===== config.mk =====
export PLATFORM = sky130hd
export DESIGN_NAME = anubis_inv_pi_deser
export DESIGN_NICKNAME = d
export VERILOG_FILES = /design/src/rtl/anubis_inv_pi_deser.sv
export SDC_FILE = /design/constraint.sdc
export NUM_CORES = 1
export LEC_CHECK = 0
export CAP_MARGIN = 5
export CORE_MARGIN = 2
export CORE_UTILIZATION = 38
export DETAILED_ROUTE_END_ITERATION = 10
export MAX_ROUTING_LAYER = met4
export PLACE_DENSITY_LB_ADDON = 0.3
export REMOVE_ABC_BUFFERS = 1
export SLEW_MARGIN = 20
export SYNTH_ARGS = -nofsm -noshare
export SYNTH_HDL_FRONTEND = slang
export SYNTH_SLANG_ARGS = --single-unit

===== constraint.sdc =====
create_clock -name clk -period 4.43 [get_ports clk]
set_input_delay 0.443 -clock clk [delete_from_list [all_inputs] [get_ports clk]]
set_output_delay 0.443 -clock clk [all_outputs]
set_load 0.05 [all_outputs]

===== src/rtl/anubis_inv_pi_deser.sv =====
// Byte-serial receiver that scatters Pi-domain bytes into inverse-Pi order across ping-pong buffers.
// Optional ANUBIS_INV_PI_SELFCHECK_EN adds a shadow arrival-order register and a forward-Pi compare.
module anubis_inv_pi_deser (
    input  logic         clk,
    input  logic         rst,
    input  logic         in_valid,
    output logic         in_ready,
    input  logic [7:0]   in_byte,
    input  logic         in_last,
    input  logic         sync,
    output logic         out_valid,
    input  logic         out_ready,
    output logic [127:0] out_data,
    output logic         frame_err,
    output logic         chk_err
);
    logic [127:0] buf_q [2];
    logic [127:0] buf_d [2];
    logic [3:0]   cnt_q, cnt_d;
    logic [3:0]   wpos_q, wpos_d;
    logic         fp_q, fp_d;
    logic         dp_q, dp_d;
    logic [1:0]   occ_q, occ_d;
    logic         frame_err_q, frame_err_d;
    logic         accept, drain, complete;
    logic [6:0]   wbit;

    assign in_ready  = ~occ_q[1];
    assign out_valid = |occ_q;
    assign out_data  = buf_q[dp_q];
    assign frame_err = frame_err_q;

    assign accept = in_valid && in_ready && !sync;
    assign drain  = out_valid && out_ready;
    // Byte position p sits at bits [127-8p -: 8]; 15-p is the bitwise complement for 4 bits.
    assign wbit   = {~wpos_q, 3'b000};

    always_comb begin
        buf_d       = buf_q;
        cnt_d       = cnt_q;
        wpos_d      = wpos_q;
        fp_d        = fp_q;
        dp_d        = dp_q;
        frame_err_d = frame_err_q;
        complete    = 1'b0;
        if (sync) begin
            cnt_d  = '0;
            wpos_d = '0;
        end else if (accept) begin
            buf_d[fp_q][wbit +: 8] = in_byte;
            if (in_last != (cnt_q == 4'd15)) frame_err_d = 1'b1;
            if (cnt_q == 4'd15) begin
                cnt_d    = '0;
                wpos_d   = '0;
                fp_d     = ~fp_q;
                complete = 1'b1;
            end else begin
                cnt_d  = cnt_q + 4'd1;
                wpos_d = wpos_q + 4'd13;
            end
        end
        if (drain) dp_d = ~dp_q;
        unique case ({complete, drain})
            2'b10:   occ_d = occ_q + 2'd1;
            2'b01:   occ_d = occ_q - 2'd1;
            default: occ_d = occ_q;
        endcase
    end

    always_ff @(posedge clk) begin
        if (rst) begin
            buf_q[0]    <= '0;
            buf_q[1]    <= '0;
            cnt_q       <= '0;
            wpos_q      <= '0;
            fp_q        <= 1'b0;
            dp_q        <= 1'b0;
            occ_q       <= '0;
            frame_err_q <= 1'b0;
        end else begin
            buf_q[0]    <= buf_d[0];
            buf_q[1]    <= buf_d[1];
            cnt_q       <= cnt_d;
            wpos_q      <= wpos_d;
            fp_q        <= fp_d;
            dp_q        <= dp_d;
            occ_q       <= occ_d;
            frame_err_q <= frame_err_d;
        end
    end

`ifdef ANUBIS_INV_PI_SELFCHECK_EN
    logic [127:0] sh_q, sh_d;
    logic [127:0] fwd;
    logic         done_q;
    logic         chk_err_q, chk_err_d;
    logic [6:0]   sbit;

    assign chk_err = chk_err_q;
    assign sbit    = {~cnt_q, 3'b000};

    // One cycle after completion the finished block sits in buf_q[~fp_q] and sh_q is still intact.
    always_comb begin
        sh_d = sh_q;
        if (accept) sh_d[sbit +: 8] = in_byte;
        fwd = '0;
        for (int unsigned k = 0; k < 16; k++) begin
            fwd[8*(15-k) +: 8] = buf_q[~fp_q][8*(15-((13*k)%16)) +: 8];
        end
        chk_err_d = chk_err_q | (done_q && (fwd != sh_q));
    end

    always_ff @(posedge clk) begin
        if (rst) begin
            sh_q      <= '0;
            done_q    <= 1'b0;
            chk_err_q <= 1'b0;
        end else begin
            sh_q      <= sh_d;
            done_q    <= complete;
            chk_err_q <= chk_err_d;
        end
    end
`else
    assign chk_err = 1'b0;
`endif

endmodule


==> insert_results.sql <==
INSERT INTO impl_metrics (metric_group, metric, value, unit) VALUES
('global_route', 'grt_util_met1', '0.260', ''),
('logic_synthesis', 'synth_seq_cells', '269', ''),
('critical_path', 'r2r_start', 'wpos_q[0]', ''),
('logic_synthesis', 'synth_edf_count', '0', ''),
('logic_synthesis', 'post-synth-top-count-cell', 'sky130_fd_sc_hd__dfxtp_1', ''),
('run', 'cap_viol_max_count', '0', ''),
('clocking', 'postCtsHoldBufs', '0', ''),
('logic_synthesis', 'postSynth.topFlopCell', 'sky130_fd_sc_hd__dfxtp_1', ''),
('timing', 'worst_clock_skew_on_the_final_layout', '0.0190', 'ns'),
('drt', 'first_pass_iters', '5', ''),
('placed_design', 'weighted_congestion_at_the_end_of_routability_driven_global_placement', '0.770', ''),
('clocking', 'root_buffer', 'sky130_fd_sc_hd__clkbuf_16', ''),
('cells_and_area', 'fill_cells', '2907', ''),
('drt', 'drt-total-wl', '30300', 'um'),
('hold_path', 'worst_hold_path.endpoint', 'buf_q[67]', ''),
('placed_design', 'dpl_cell_area', '0.0140', 'mm^2'),
('cells_and_area', 'drive_above_1_share', '0.164', ''),
('floorplan', 'initial_core_util', '0.386', ''),
('floorplan', 'die_area', '0.0336', 'mm^2'),
('clocking', 'clockBufferDepth', '3', ''),
('logic_synthesis', 'synth.cells.most_frequent', 'sky130_fd_sc_hd__dfxtp_1, sky130_fd_sc_hd__mux2i_1, sky130_fd_sc_hd__nand2b_1, sky130_fd_sc_hd__mux2_2, sky130_fd_sc_hd__nor2_1', ''),
('cells_and_area', 'area.growth.synth_to_final', '22.3', '%'),
('critical_path', 'max_stage_delay', '0.71', 'ns'),
('floorplan', 'floorplan.die.height', '183', 'um'),
('logic_synthesis', 'syn_area_per_cell', '10.5', 'um^2'),
('hold_path', 'holdCritPathClass', 'in2reg', ''),
('critical_path', 'crit_type', 'reg2out', ''),
('timing', 'rsz0062_at_grt', 'false', ''),
('clocking', 'tritoncts_buffers', '29', ''),
('critical_path', 'timing.critical_path.cells', 'buf_4, mux2_2, clkdlybuf4s50_1', ''),
('critical_path', 'timing.reg2reg.setup_slack', '1.41', 'ns'),
('logic_synthesis', 'synth_largest_type_area_fraction', '0.441', ''),
('logic_synthesis', 'netlist-cell-type-count', '53', ''),
('critical_path', 'slowest_cell_on_the_critical_path', 'sky130_fd_sc_hd__clkdlybuf4s50_1', ''),
('floorplan', 'die_width', '183', 'um'),
('floorplan', 'io_pins', '146', ''),
('logic_synthesis', 'cells_taking_the_most_area_after_synthesis', 'sky130_fd_sc_hd__dfxtp_1, sky130_fd_sc_hd__mux2i_1, sky130_fd_sc_hd__mux2_2', ''),
('logic_synthesis', 'asyncSetResetFlopFracSynth', '0', ''),
('placed_design', 'dpl_wire_length', '19200', 'um'),
('timing', 'tightestPinTransition', '1.06', 'ns'),
('floorplan', 'placeableCoreArea', '0.0316', 'mm^2'),
('cells_and_area', 'diodes', '0', ''),
('timing', 'minimum_period_implied_by_the_final_worst_setup_slack', '3.32', 'ns'),
('outcome', 'status', 'complete, no violations', ''),
('critical_path', 'worstRegToRegCells', '6', ''),
('cells_and_area', 'utilization', '0.472', ''),
('global_route', 'grt.overflow.total', '0', ''),
('timing', 'achievable-frequency', '302', 'MHz'),
('drt', 'post_detailed_route_count_of_antenna_violating_nets', '0', ''),
('timing', 'timing.max_slew.rel_slack', '0.286', ''),
('drt', 'detail_route.drc_violations', '0', ''),
('global_route', 'track_usage', '0.185', ''),
('drt', 'vias_per_instance', '5.03', ''),
('placed_design', 'io_buffers', '144', ''),
('timing', 'setup_tns', '0', 'ns'),
('hold_path', 'min-delay-start', 'rst', ''),
('critical_path', 'critical_path.max_fanout', '35', ''),
('global_route', 'grt_start_max_net_pins', '137', ''),
('drt', 'drt_first_iter_violations', '466', ''),
('hold_path', 'min_delay_path_depth', '2', ''),
('floorplan', 'std_cell_rows', '65', ''),
('global_route', 'first_global_vias', '8547', ''),
('power', 'power.leakage', '0.00550', 'uW'),
('power', 'pwr_density_cell', '334', 'mW/mm^2'),
('logic_synthesis', 'synth-seq-area-share', '0.441', ''),
('global_route', 'grt_first_pass_wirelength', '48100', 'um'),
('timing', 'layout_worst_path_cycle_share', '0.749', ''),
('cells_and_area', 'fin_nets', '1292', ''),
('critical_path', 'end_kind', 'output port', ''),
('global_route', 'most_used_routing_layer_in_global_routing', 'met2', ''),
('clocking', 'cts_tree', 'built', '');
sequential cells by signal (all words and copies together), names as in the netlist:
signal,count
dp_q,1
cnt_q,4
wpos_q,4
frame_err,1
fp_q,1
buf_q,256
occ_q,2
layout by cell type, fill, tap and decap left out, drive strengths merged, types with 4 or more instances in the layout:
cell,count
a21oi,9
a2111oi,4
dfxtp,269
nand2,34
o21ai,34
nand3b,32
a211oi,4
inv,4
mux2,128
buf,16
nor3,15
ha,5
and2,5
nand2b,156
clkbuf,48
clkdlybuf4s50,143
nor2,93
mux2i,224
nand3,22
how the worst max path moves through the flow:
stage                         start            to  slack, ns
final                          dp_q  out_data[10]       1.11
after global routing           dp_q  out_data[74]       0.98
after CTS                      dp_q  out_data[10]       1.03
after detailed placement  wpos_q[0]    buf_q[134]       1.41
after global placement    wpos_q[0]    buf_q[130]       1.48
after floorplan                dp_q   out_data[0]       0.13
stage by stage:
stage | instances | hold slack (ns) | setup slack, ns | total power [uW]
after floorplan | 1083 | 0.445 | 0.134 | 2590
after global placement | 1644 | 0.451 | 1.48 | 2690
after detailed placement | 1644 | 0.460 | 1.41 | 2700
after CTS | 1697 | 0.446 | 1.03 | 5050
after global routing | 1697 | 0.485 | 0.982 | 5160
final | 1697 | 0.432 | 1.11 | 4990
layout make-up:
cell class / count / area [um^2] / share of cell area
clock inverter: 5 / 58.8 / 0.00394
timing repair buffer: 159 / 1580 / 0.106
tap: 402 / 503 / 0.0337
clock buffer: 48 / 867 / 0.0581
multi-input combinational: 811 / 6530 / 0.437
inverter: 3 / 11.3 / 0.000754
sequential: 269 / 5390 / 0.361
layer usage:
metal	share of wire	routed length (um)
met1	0.50	15200
met2	0.45	13600
met3	0.038	1160
met4	0.013	405
met5	0	0
cells by family (layout without fill, tap and decap cells):
logic type                 after synthesis  in the layout  synth area share
xor gates and xnor gates                 6              6           0.00430
DFF                                    269            269             0.441
buffers and inverters                   82            215            0.0271
other                                    1              1          0.000307
adders and majority gates                5              5           0.00512
and+or+nand+nor                        384            384             0.181
AOI/OAI and AO/OA                       63             63            0.0402
muxes                                  352            352             0.302
where the power goes:
part	switching (uW)	internal (uW)	total [uW]	leakage [uW]
Combinational	135	73.9	209	0.00289
Sequential	6.61	2430	2430	0.00217
Clock	961	1380	2350	0.000445
worst max-delay path, delay by kind of cell, from the launching register on:
kind     cells  cell delay [ns]
mux          1             0.42
buf+inv      2             1.19
flops        1             0.69
Power figures use the tool's default switching activity.
